==> src/rtl/multicycle_controller_if.sv <==
// Control bundle between the multicycle RV32I controller and its datapath.
// The controller side uses the master modport; the datapath side uses slave.
interface multicycle_controller_if;
  logic [6:0] op;
  logic [2:0] funct3;
  logic       funct7b5;
  logic       Zero;
  logic       PCWrite;
  logic       AdrSrc;
  logic       MemWrite;
  logic       IRWrite;
  logic [1:0] ResultSrc;
  logic [1:0] ALUSrcA;
  logic [1:0] ALUSrcB;
  logic [1:0] ImmSrc;
  logic       RegWrite;
  logic [2:0] ALUControl;
  logic       illegal;
  logic [3:0] state_dbg;

  modport master (
    input  op, funct3, funct7b5, Zero,
    output PCWrite, AdrSrc, MemWrite, IRWrite, ResultSrc, ALUSrcA, ALUSrcB,
           ImmSrc, RegWrite, ALUControl, illegal, state_dbg
  );

  modport slave (
    output op, funct3, funct7b5, Zero,
    input  PCWrite, AdrSrc, MemWrite, IRWrite, ResultSrc, ALUSrcA, ALUSrcB,
           ImmSrc, RegWrite, ALUControl, illegal, state_dbg
  );
endinterface

==> src/rtl/multicycle_controller.sv <==
// Moore-FSM control unit for a multicycle RV32I core (lw, sw, R/I ALU, beq, jal).
// Datapath strobes decode from the state register; PCWrite also folds in the ALU Zero flag.
module multicycle_controller #(
  parameter bit ILLEGAL_HALT = 1'b1
) (
  input  logic                   clk,
  input  logic                   rst_n,
  multicycle_controller_if.master bus
);

  typedef enum logic [3:0] {
    S_IDLE     = 4'd0,
    S_FETCH    = 4'd1,
    S_DECODE   = 4'd2,
    S_MEMADR   = 4'd3,
    S_MEMREAD  = 4'd4,
    S_MEMWB    = 4'd5,
    S_MEMWRITE = 4'd6,
    S_EXECR    = 4'd7,
    S_EXECI    = 4'd8,
    S_ALUWB    = 4'd9,
    S_JAL      = 4'd10,
    S_BEQ      = 4'd11,
    S_ILLEGAL  = 4'd12
  } state_e;

  localparam logic [6:0] OP_LW  = 7'b0000011;
  localparam logic [6:0] OP_SW  = 7'b0100011;
  localparam logic [6:0] OP_R   = 7'b0110011;
  localparam logic [6:0] OP_I   = 7'b0010011;
  localparam logic [6:0] OP_JAL = 7'b1101111;
  localparam logic [6:0] OP_BEQ = 7'b1100011;

  localparam logic [1:0] ALUOP_ADD   = 2'b00;
  localparam logic [1:0] ALUOP_SUB   = 2'b01;
  localparam logic [1:0] ALUOP_FUNCT = 2'b10;

  // Only add/sub, slt, or and and are implemented for R- and I-type.
  function automatic logic alu_f3_legal(input logic [2:0] f3);
    logic ok;
    case (f3)
      3'b000:  ok = 1'b1;
      3'b010:  ok = 1'b1;
      3'b110:  ok = 1'b1;
      3'b111:  ok = 1'b1;
      default: ok = 1'b0;
    endcase
    return ok;
  endfunction

  // Immediate-type ALUs never subtract: op[5] is clear for I-type, so addi stays add.
  function automatic logic [2:0] funct_alu_ctl(input logic [2:0] f3, input logic op5,
                                               input logic f7b5);
    logic [2:0] ctl;
    case (f3)
      3'b000:  ctl = (op5 & f7b5) ? 3'b001 : 3'b000;
      3'b010:  ctl = 3'b101;
      3'b110:  ctl = 3'b011;
      3'b111:  ctl = 3'b010;
      default: ctl = 3'b000;
    endcase
    return ctl;
  endfunction

  function automatic logic [1:0] imm_src_of(input logic [6:0] opc);
    logic [1:0] imm;
    case (opc)
      OP_LW:   imm = 2'b00;
      OP_I:    imm = 2'b00;
      OP_SW:   imm = 2'b01;
      OP_BEQ:  imm = 2'b10;
      OP_JAL:  imm = 2'b11;
      default: imm = 2'b00;
    endcase
    return imm;
  endfunction

  state_e     state_q;
  state_e     state_d;

  logic       pc_update_s;
  logic       branch_s;
  logic       adr_src_s;
  logic       mem_write_s;
  logic       ir_write_s;
  logic [1:0] result_src_s;
  logic [1:0] alu_src_a_s;
  logic [1:0] alu_src_b_s;
  logic       reg_write_s;
  logic [1:0] alu_op_s;
  logic [2:0] alu_ctl_s;
  logic       illegal_s;

  // State register; reset lands in IDLE, which asserts nothing.
  always_ff @(posedge clk or negedge rst_n) begin
    if (!rst_n) begin
      state_q <= S_IDLE;
    end else begin
      state_q <= state_d;
    end
  end

  // Next-state decode.
  always_comb begin
    state_d = state_q;
    case (state_q)
      S_IDLE:   state_d = S_FETCH;
      S_FETCH:  state_d = S_DECODE;
      S_DECODE: begin
        case (bus.op)
          OP_LW:   state_d = S_MEMADR;
          OP_SW:   state_d = S_MEMADR;
          OP_R:    state_d = alu_f3_legal(bus.funct3) ? S_EXECR : S_ILLEGAL;
          OP_I:    state_d = alu_f3_legal(bus.funct3) ? S_EXECI : S_ILLEGAL;
          OP_JAL:  state_d = S_JAL;
          OP_BEQ:  state_d = S_BEQ;
          default: state_d = S_ILLEGAL;
        endcase
      end
      S_MEMADR: begin
        if (bus.op == OP_SW) begin
          state_d = S_MEMWRITE;
        end else begin
          state_d = S_MEMREAD;
        end
      end
      S_MEMREAD:  state_d = S_MEMWB;
      S_MEMWB:    state_d = S_FETCH;
      S_MEMWRITE: state_d = S_FETCH;
      S_EXECR:    state_d = S_ALUWB;
      S_EXECI:    state_d = S_ALUWB;
      S_JAL:      state_d = S_ALUWB;
      S_ALUWB:    state_d = S_FETCH;
      S_BEQ:      state_d = S_FETCH;
      S_ILLEGAL: begin
        if (ILLEGAL_HALT) begin
          state_d = S_ILLEGAL;
        end else begin
          state_d = S_FETCH;
        end
      end
      default: state_d = S_IDLE;
    endcase
  end

  // Moore output decode; anything not named in a state stays at zero.
  always_comb begin
    pc_update_s  = 1'b0;
    branch_s     = 1'b0;
    adr_src_s    = 1'b0;
    mem_write_s  = 1'b0;
    ir_write_s   = 1'b0;
    result_src_s = 2'b00;
    alu_src_a_s  = 2'b00;
    alu_src_b_s  = 2'b00;
    reg_write_s  = 1'b0;
    alu_op_s     = ALUOP_ADD;
    illegal_s    = 1'b0;
    case (state_q)
      S_FETCH: begin
        ir_write_s   = 1'b1;
        alu_src_b_s  = 2'b10;
        result_src_s = 2'b10;
        pc_update_s  = 1'b1;
      end
      S_DECODE: begin
        alu_src_a_s = 2'b01;
        alu_src_b_s = 2'b01;
      end
      S_MEMADR: begin
        alu_src_a_s = 2'b10;
        alu_src_b_s = 2'b01;
      end
      S_MEMREAD: begin
        adr_src_s = 1'b1;
      end
      S_MEMWB: begin
        result_src_s = 2'b01;
        reg_write_s  = 1'b1;
      end
      S_MEMWRITE: begin
        adr_src_s   = 1'b1;
        mem_write_s = 1'b1;
      end
      S_EXECR: begin
        alu_src_a_s = 2'b10;
        alu_op_s    = ALUOP_FUNCT;
      end
      S_EXECI: begin
        alu_src_a_s = 2'b10;
        alu_src_b_s = 2'b01;
        alu_op_s    = ALUOP_FUNCT;
      end
      S_ALUWB: begin
        reg_write_s = 1'b1;
      end
      S_JAL: begin
        alu_src_a_s = 2'b01;
        alu_src_b_s = 2'b10;
        pc_update_s = 1'b1;
      end
      S_BEQ: begin
        alu_src_a_s = 2'b10;
        alu_op_s    = ALUOP_SUB;
        branch_s    = 1'b1;
      end
      S_ILLEGAL: begin
        illegal_s = 1'b1;
      end
      default: begin
        illegal_s = 1'b0;
      end
    endcase
  end

  // ALU operation select from the abstract ALU op.
  always_comb begin
    alu_ctl_s = 3'b000;
    case (alu_op_s)
      ALUOP_ADD:   alu_ctl_s = 3'b000;
      ALUOP_SUB:   alu_ctl_s = 3'b001;
      ALUOP_FUNCT: alu_ctl_s = funct_alu_ctl(bus.funct3, bus.op[5], bus.funct7b5);
      default:     alu_ctl_s = 3'b000;
    endcase
  end

  // Branch resolution happens in the BEQ cycle itself, hence the combinational Zero term.
  assign bus.PCWrite    = pc_update_s | (branch_s & bus.Zero);
  assign bus.AdrSrc     = adr_src_s;
  assign bus.MemWrite   = mem_write_s;
  assign bus.IRWrite    = ir_write_s;
  assign bus.ResultSrc  = result_src_s;
  assign bus.ALUSrcA    = alu_src_a_s;
  assign bus.ALUSrcB    = alu_src_b_s;
  assign bus.ImmSrc     = imm_src_of(bus.op);
  assign bus.RegWrite   = reg_write_s;
  assign bus.ALUControl = alu_ctl_s;
  assign bus.illegal    = illegal_s;
  assign bus.state_dbg  = state_q;

endmodule

==> src/flat_wrapper.sv <==
// flat-port wrapper written by rule: the top's interface ports become plain ports
module multicycle_controller_flat 
#(
  parameter bit ILLEGAL_HALT = 1'b1
)
  (clk, rst_n, bus_op, bus_funct3, bus_funct7b5, bus_Zero, bus_PCWrite, bus_AdrSrc, bus_MemWrite, bus_IRWrite, bus_ResultSrc, bus_ALUSrcA, bus_ALUSrcB, bus_ImmSrc, bus_RegWrite, bus_ALUControl, bus_illegal, bus_state_dbg);
  multicycle_controller_if bus_i ();
  input  logic clk;
  input  logic rst_n;
  input wire logic [$bits(bus_i.op)-1:0] bus_op;
  input wire logic [$bits(bus_i.funct3)-1:0] bus_funct3;
  input wire logic [$bits(bus_i.funct7b5)-1:0] bus_funct7b5;
  input wire logic [$bits(bus_i.Zero)-1:0] bus_Zero;
  output wire logic [$bits(bus_i.PCWrite)-1:0] bus_PCWrite;
  output wire logic [$bits(bus_i.AdrSrc)-1:0] bus_AdrSrc;
  output wire logic [$bits(bus_i.MemWrite)-1:0] bus_MemWrite;
  output wire logic [$bits(bus_i.IRWrite)-1:0] bus_IRWrite;
  output wire logic [$bits(bus_i.ResultSrc)-1:0] bus_ResultSrc;
  output wire logic [$bits(bus_i.ALUSrcA)-1:0] bus_ALUSrcA;
  output wire logic [$bits(bus_i.ALUSrcB)-1:0] bus_ALUSrcB;
  output wire logic [$bits(bus_i.ImmSrc)-1:0] bus_ImmSrc;
  output wire logic [$bits(bus_i.RegWrite)-1:0] bus_RegWrite;
  output wire logic [$bits(bus_i.ALUControl)-1:0] bus_ALUControl;
  output wire logic [$bits(bus_i.illegal)-1:0] bus_illegal;
  output wire logic [$bits(bus_i.state_dbg)-1:0] bus_state_dbg;
  assign bus_i.op = bus_op;
  assign bus_i.funct3 = bus_funct3;
  assign bus_i.funct7b5 = bus_funct7b5;
  assign bus_i.Zero = bus_Zero;
  assign bus_PCWrite = bus_i.PCWrite;
  assign bus_AdrSrc = bus_i.AdrSrc;
  assign bus_MemWrite = bus_i.MemWrite;
  assign bus_IRWrite = bus_i.IRWrite;
  assign bus_ResultSrc = bus_i.ResultSrc;
  assign bus_ALUSrcA = bus_i.ALUSrcA;
  assign bus_ALUSrcB = bus_i.ALUSrcB;
  assign bus_ImmSrc = bus_i.ImmSrc;
  assign bus_RegWrite = bus_i.RegWrite;
  assign bus_ALUControl = bus_i.ALUControl;
  assign bus_illegal = bus_i.illegal;
  assign bus_state_dbg = bus_i.state_dbg;
  multicycle_controller #(.ILLEGAL_HALT(ILLEGAL_HALT)) u_core (.clk(clk), .rst_n(rst_n), .bus(bus_i));
endmodule
==> config.mk <==
export PLATFORM = sky130hd
export DESIGN_NAME = multicycle_controller_flat
export DESIGN_NICKNAME = d
export VERILOG_FILES = /design/src/rtl/multicycle_controller_if.sv /design/src/rtl/multicycle_controller.sv /design/src/flat_wrapper.sv
export SDC_FILE = /design/constraint.sdc
export NUM_CORES = 1
export LEC_CHECK = 0
export ABC_AREA = 1
export ABC_CLOCK_PERIOD_IN_PS = 1700
export BUFFER_PORTS_ARGS = -buffer_cell sky130_fd_sc_hd__clkbuf_2
export CAP_MARGIN = 30
export CORE_UTILIZATION = 35
export DETAILED_ROUTE_END_ITERATION = 8
export GPL_TIMING_DRIVEN = 1
export PLACE_DENSITY_LB_ADDON = 0.08
export REMOVE_ABC_BUFFERS = 1
export SLEW_MARGIN = 40
export SYNTH_ARGS = -nofsm -noshare
export SYNTH_HDL_FRONTEND = slang
export SYNTH_SLANG_ARGS = --single-unit
==> constraint.sdc <==
create_clock -name clk -period 1.7 [get_ports clk]
set_clock_uncertainty 0.1 [all_clocks]
set_input_delay 0.085 -clock clk [delete_from_list [all_inputs] [get_ports clk]]
set_output_delay 0.085 -clock clk [all_outputs]
set_load 0.02 [all_outputs]
Word level (Yosys, flattened, before mapping)
Cells that the tools add are included.
Word-level totals
  flip-flop bits (word level): 4
  output and inout bits: 21
Operators by class
  equality and inequality tests: 23
  multiplexer cells: 25
  bitwise logic cells: 3
  reduce and logical (&&, ||, !) cells: 13
Operators by type and width (number)
  $pmux W4 S7: 1
  $eq A4 B4 Y1 const B: 5
  $pmux W4 S5: 1
  $eq A4 B3 Y1 const B: 4
  $pmux W2 S2: 4
  $eq A7 B6 Y1 const B: 2
  $eq A7 B7 Y1 const B: 2
  $mux W1: 13
  $pmux W3 S4: 1
  $reduce_or A2 Y1: 6
  $eq A4 B2 Y1 const B: 2
  $reduce_or A4 Y1: 2
  $eq A7 B2 Y1 const B: 1
  $eq A7 B5 Y1 const B: 1
  $eq A3 B3 Y1 const B: 2
  $pmux W2 S3: 1
  $pmux W3 S2: 1
  $reduce_or A3 Y1: 2
  $reduce_or A5 Y1: 1
  $eq A4 B1 Y1 const B: 1
  $logic_not A4 Y1: 1
  $mux W4: 1
  $eq A3 B2 Y1 const B: 1
  $logic_not A3 Y1: 1
  6 further kinds: 7

Depth between registers and ports, before layout
  depth in word-level cells: 8
  mapped depth: 8
  mapped depth without buffers: 8

Worst setup path before layout
OpenSTA, ideal clock, no wires.
  kind: register to output
  from: register u_core.state_q[2], in the netlist u_core.bus.state_dbg[2]
  to: output bus_ALUControl[2]
  arrival: 1740 ps
  path slack: -225 ps
  stages on the path, launching flop included: 8
  buffers on the path: 0
  path through: dfrtp_1 > inv_1 > nor2_1 > nand2_1 > nand2_2 > inv_1 > ha_1 > nor3_1
On the way
  longest elaborated chain between the ends: 5
  elaborated cells between the ends (all ways): 8
  classes of those cells: eq/ne (5); mux (2); reduce/logical (1)
RTL lines
  start: declaration: RTL line multicycle_controller.sv:78  | state_e state_q;
  start signal: assignment: RTL line multicycle_controller.sv:99  | state_q <= state_d;
  $eq A4 B3 Y1 / $eq A4 B4 Y1 (equally long branches): RTL line multicycle_controller.sv:159  | case (state_q)
  $reduce_or A2 Y1 (no line)
  $pmux W2 S2 *: RTL line multicycle_controller.sv:159
  $eq A2 B2 Y1 / $eq A2 B1 Y1 (equally long branches): RTL line multicycle_controller.sv:219  | case (alu_op_s)
  $pmux W3 S2 *: RTL line multicycle_controller.sv:219
  end: declaration: RTL line flat_wrapper.sv:23  | output wire logic [$bits(bus_i.ALUControl)-1:0] bus_ALUControl;
Every way passes the cells marked *; elsewhere a longest branch is shown, timed or not.

Final worst setup path
  from: register u_core.state_q[2], in the netlist u_core.bus.state_dbg[2]
  to: output bus_ALUControl[0]
Same word-level chain as after synthesis.

==> summary.txt <==
Status
  • Status: complete, but fails checks
  • Violated checks: setup timing

Cells and area
  • Diodes inserted: 0
  • Core Util, Final: 0.7113
  • Share of cells above drive strength 1: 0.4968
  • Final nets: around 180
  • Commonest non-fill, non-tap cell in the layout: nand2_1
  • Area Overhead vs Synth: 79.45%
  • Final Cell Area: 983.4 sq um
  • Most frequent cells in the layout: nand2_1, clkbuf_2, nor2_1
  • Max reg flops: 4

Worst setup path
  • CP dominant cell by count: inv_2
  • CP arrival: around 1.6 ns
  • Required @ worst endpoint: 1.51 ns
  • Worst-case reg-to-reg path depth: 9
  • CP cell instances: inv_2, nor2_4, nand2_2, nand2_4, inv_2, ha_4, a31oi_2, a21oi_2, buf_4
  • Crit Path Class: reg -> out
  • Worst-path fanout max: 3
  • Critical path's slowest cell: dfrtp_2
  • Type of origin of the critical path: flop
  • Largest stage delay on the critical path: around 0.40 ns
  • Crit. End Element: output pin

Routing
  • Detailed Routing Iterations Pass 1: 4
  • Vias/cell: 4.738
  • Post-route DRC: 0
  • Final wirelength: 1900 um
  • Antenna Nets Post-Route: 0
  • WL per Instance: 11.05 um
  • Vias: 815
  • First DRT Iteration DRCs: 14

Die
  • Core area: ~0.0014 sq mm
  • Num rows: 13
  • Starting Density: 0.3964
  • Die height: between 40 and 50 um
  • Die Area: around 0.0017 sq mm
  • Num ports: 35
  • Die Width: 41.57 um

STA
  • Unrepaired setup endpoints after global routing: true
  • Final hold vios: 0
  • Fin crit share: 1.055
  • Final Setup Violations: 2
  • Minimum clock period: 1.794 ns
  • FMAX: about 560 MHz
  • Slew HR: 0.8699
  • Max Slew Vio Count: 0
  • Final setup margin: -0.09412 ns
  • Slew @ Worst Pin: 0.1931 ns

Clocking
  • Clk buf depth: 2
  • Clock latency on the worst-skew pair: 0.23 ns
  • Clk sink count: 4
  • H-tree Lvls: 1
  • CTS tree: yes
  • CTS Root Cell: clkbuf_4
  • CTS buffer count: 3
  • Reg clk slew, reported paths: 0.04 ns

Run
  • Number of max-cap violations: 0

Synth
  • Synth warnings: 0
  • Post-Synthesis Cells: 106
  • Post-synthesis adder-cell area fraction: 0.04566
  • #FFs+latches synth: 4
  • Yosys cell types: 17
  • XOR/XNOR Fraction of Synth Area: 0
  • Post-synthesis sequential area ratio: 0.1826
  • Combinational family with the most area after synthesis: simple AND/OR/NAND/NOR gates
  • Simple-Gate Fraction of Synth Area: 0.5731
  • Multiplexer area fraction after synthesis: 0
  • Mean Syn Cell Area: 5.170 sq um
  • Mapped Area: approximately 550 sq um
  • Compound-Gate Fraction of Synth Area: 0.05479

GRT
  • Global-route wire length before repair: 2842 um
  • GR Util All Layers: 0.2045
  • Grt peak-use layer: met2
  • Met2 usage: 0.3500
  • Antenna violations before repair: 0
  • GR Overflow Total: 0
  • Global-route met3 utilization: 0.04783
  • Vias in the first global route: 701
  • GR Util met1: 0.2453
  • Largest net degree at the start of global routing: 6

Place
  • Area after DPL: 752.0 sq um
  • Port bufs: 34
  • HPWL after DPL: 1165 um
  • Placer's final routability congestion estimate: approximately 0.81

Pwr
  • Pwr dens: 1458 mW/mm^2
  • Power Total: 1.434 mW
  • Maximum VDD drop: between 900 and 1000 uV
  • Leak: between 0.5 and 0.6 nW

Min path
  • Worst hold-check path type: in -> async
## area by class of cell
cell class / count / area [sq um]
Clock buffer: 3 / 22.52
Sequential cell: 4 / 102.6
Fill cell: 132 / 399.1
Timing Repair Buffer: 49 / 299.0
Tap cell: 15 / 18.77
Inverter: 19 / 73.82
Multi-Input combinational cell: 82 / 466.7
## cell usage after synthesis
library cell	n	area share
a21oi_1	1	0.0091
a31oi_1	1	0.011
and2b_4	1	0.018
buf_4	1	0.014
dfrtp_1	4	0.18
ha_1	2	0.046
inv_1	19	0.13
nand2_1	35	0.24
nand2_2	1	0.011
nand3_1	9	0.082
nand4_1	2	0.023
nor2_1	24	0.16
nor2_2	1	0.011
nor3_1	1	0.0091
nor3b_1	1	0.014
o21ai_0	2	0.018
o21ai_2	1	0.016
## layer usage
layer  vias up  wire [um]
li1        431          -
met3         4         82
met4         0         39
met1       353        811
met5         -          0
met2        27        967
## worst max-delay path: cells and delay by family, from the launching register on
kind | cells | cell delay, ns
AOI/OAI and AO/OA | 2 | 0.25
adders and majority gates | 1 | 0.14
and+or+nand+nor | 3 | 0.30
DFF | 1 | 0.40
buffers and inverters | 3 | 0.28
## logic make-up after synthesis
| logic type | count (synthesis) |
|---|---|
| buf+inv | 20 |
| flops | 4 |
| fa+ha+maj | 2 |
| compound gates | 5 |
| simple gates | 75 |
## report_power, final
part / internal, mW / switching, mW / leakage [nW] / total (mW)
combinational: 0.441 / 0.692 / 0.527 / 1.13
sequential: 0.139 / 0.0492 / 0.0475 / 0.188
clock: 0.0786 / 0.0340 / 0.0138 / 0.113
## worst paths after layout
check / startpoint / end / slack [ns]
min in group clk: bus_op[6] / u_core.bus.state_dbg[3] / 0.17
min: rst_n / u_core.bus.state_dbg[3] / 0.1
max reg2reg: u_core.bus.state_dbg[2] / u_core.bus.state_dbg[3] / 0.08
min reg2reg: u_core.bus.state_dbg[1] / u_core.bus.state_dbg[0] / 0.60
max in group asynchronous: rst_n / u_core.bus.state_dbg[2] / 1.27
max: u_core.bus.state_dbg[2] / bus_ALUControl[0] / -0.09
## timing repair
item	4_1_cts	5_1_grt
pin swaps	5	4
resized for setup	14	26
setup buffers	6	6
endpoints found under the hold margin	4	0
hold buffers	1	0
endpoints found under the setup margin	7	11
## through the flow
| step | hold slack [ns] | setup TNS (ns) | worst slack (ns) | instances |
|---|---|---|---|---|
| floorplan | -0.3106 | -0.2856 | -0.2245 | 105 |
| global placement | -0.2074 | 0 | 0.05265 | 157 |
| detailed placement | -0.2053 | 0 | 0.01273 | 157 |
| CTS | 0.08711 | -0.2200 | -0.09531 | 167 |
| global route | 0.1290 | -0.2960 | -0.1483 | 172 |
| finish | 0.09518 | -0.1487 | -0.09412 | 172 |
Note: power is estimated with default switching activity, not from simulation.
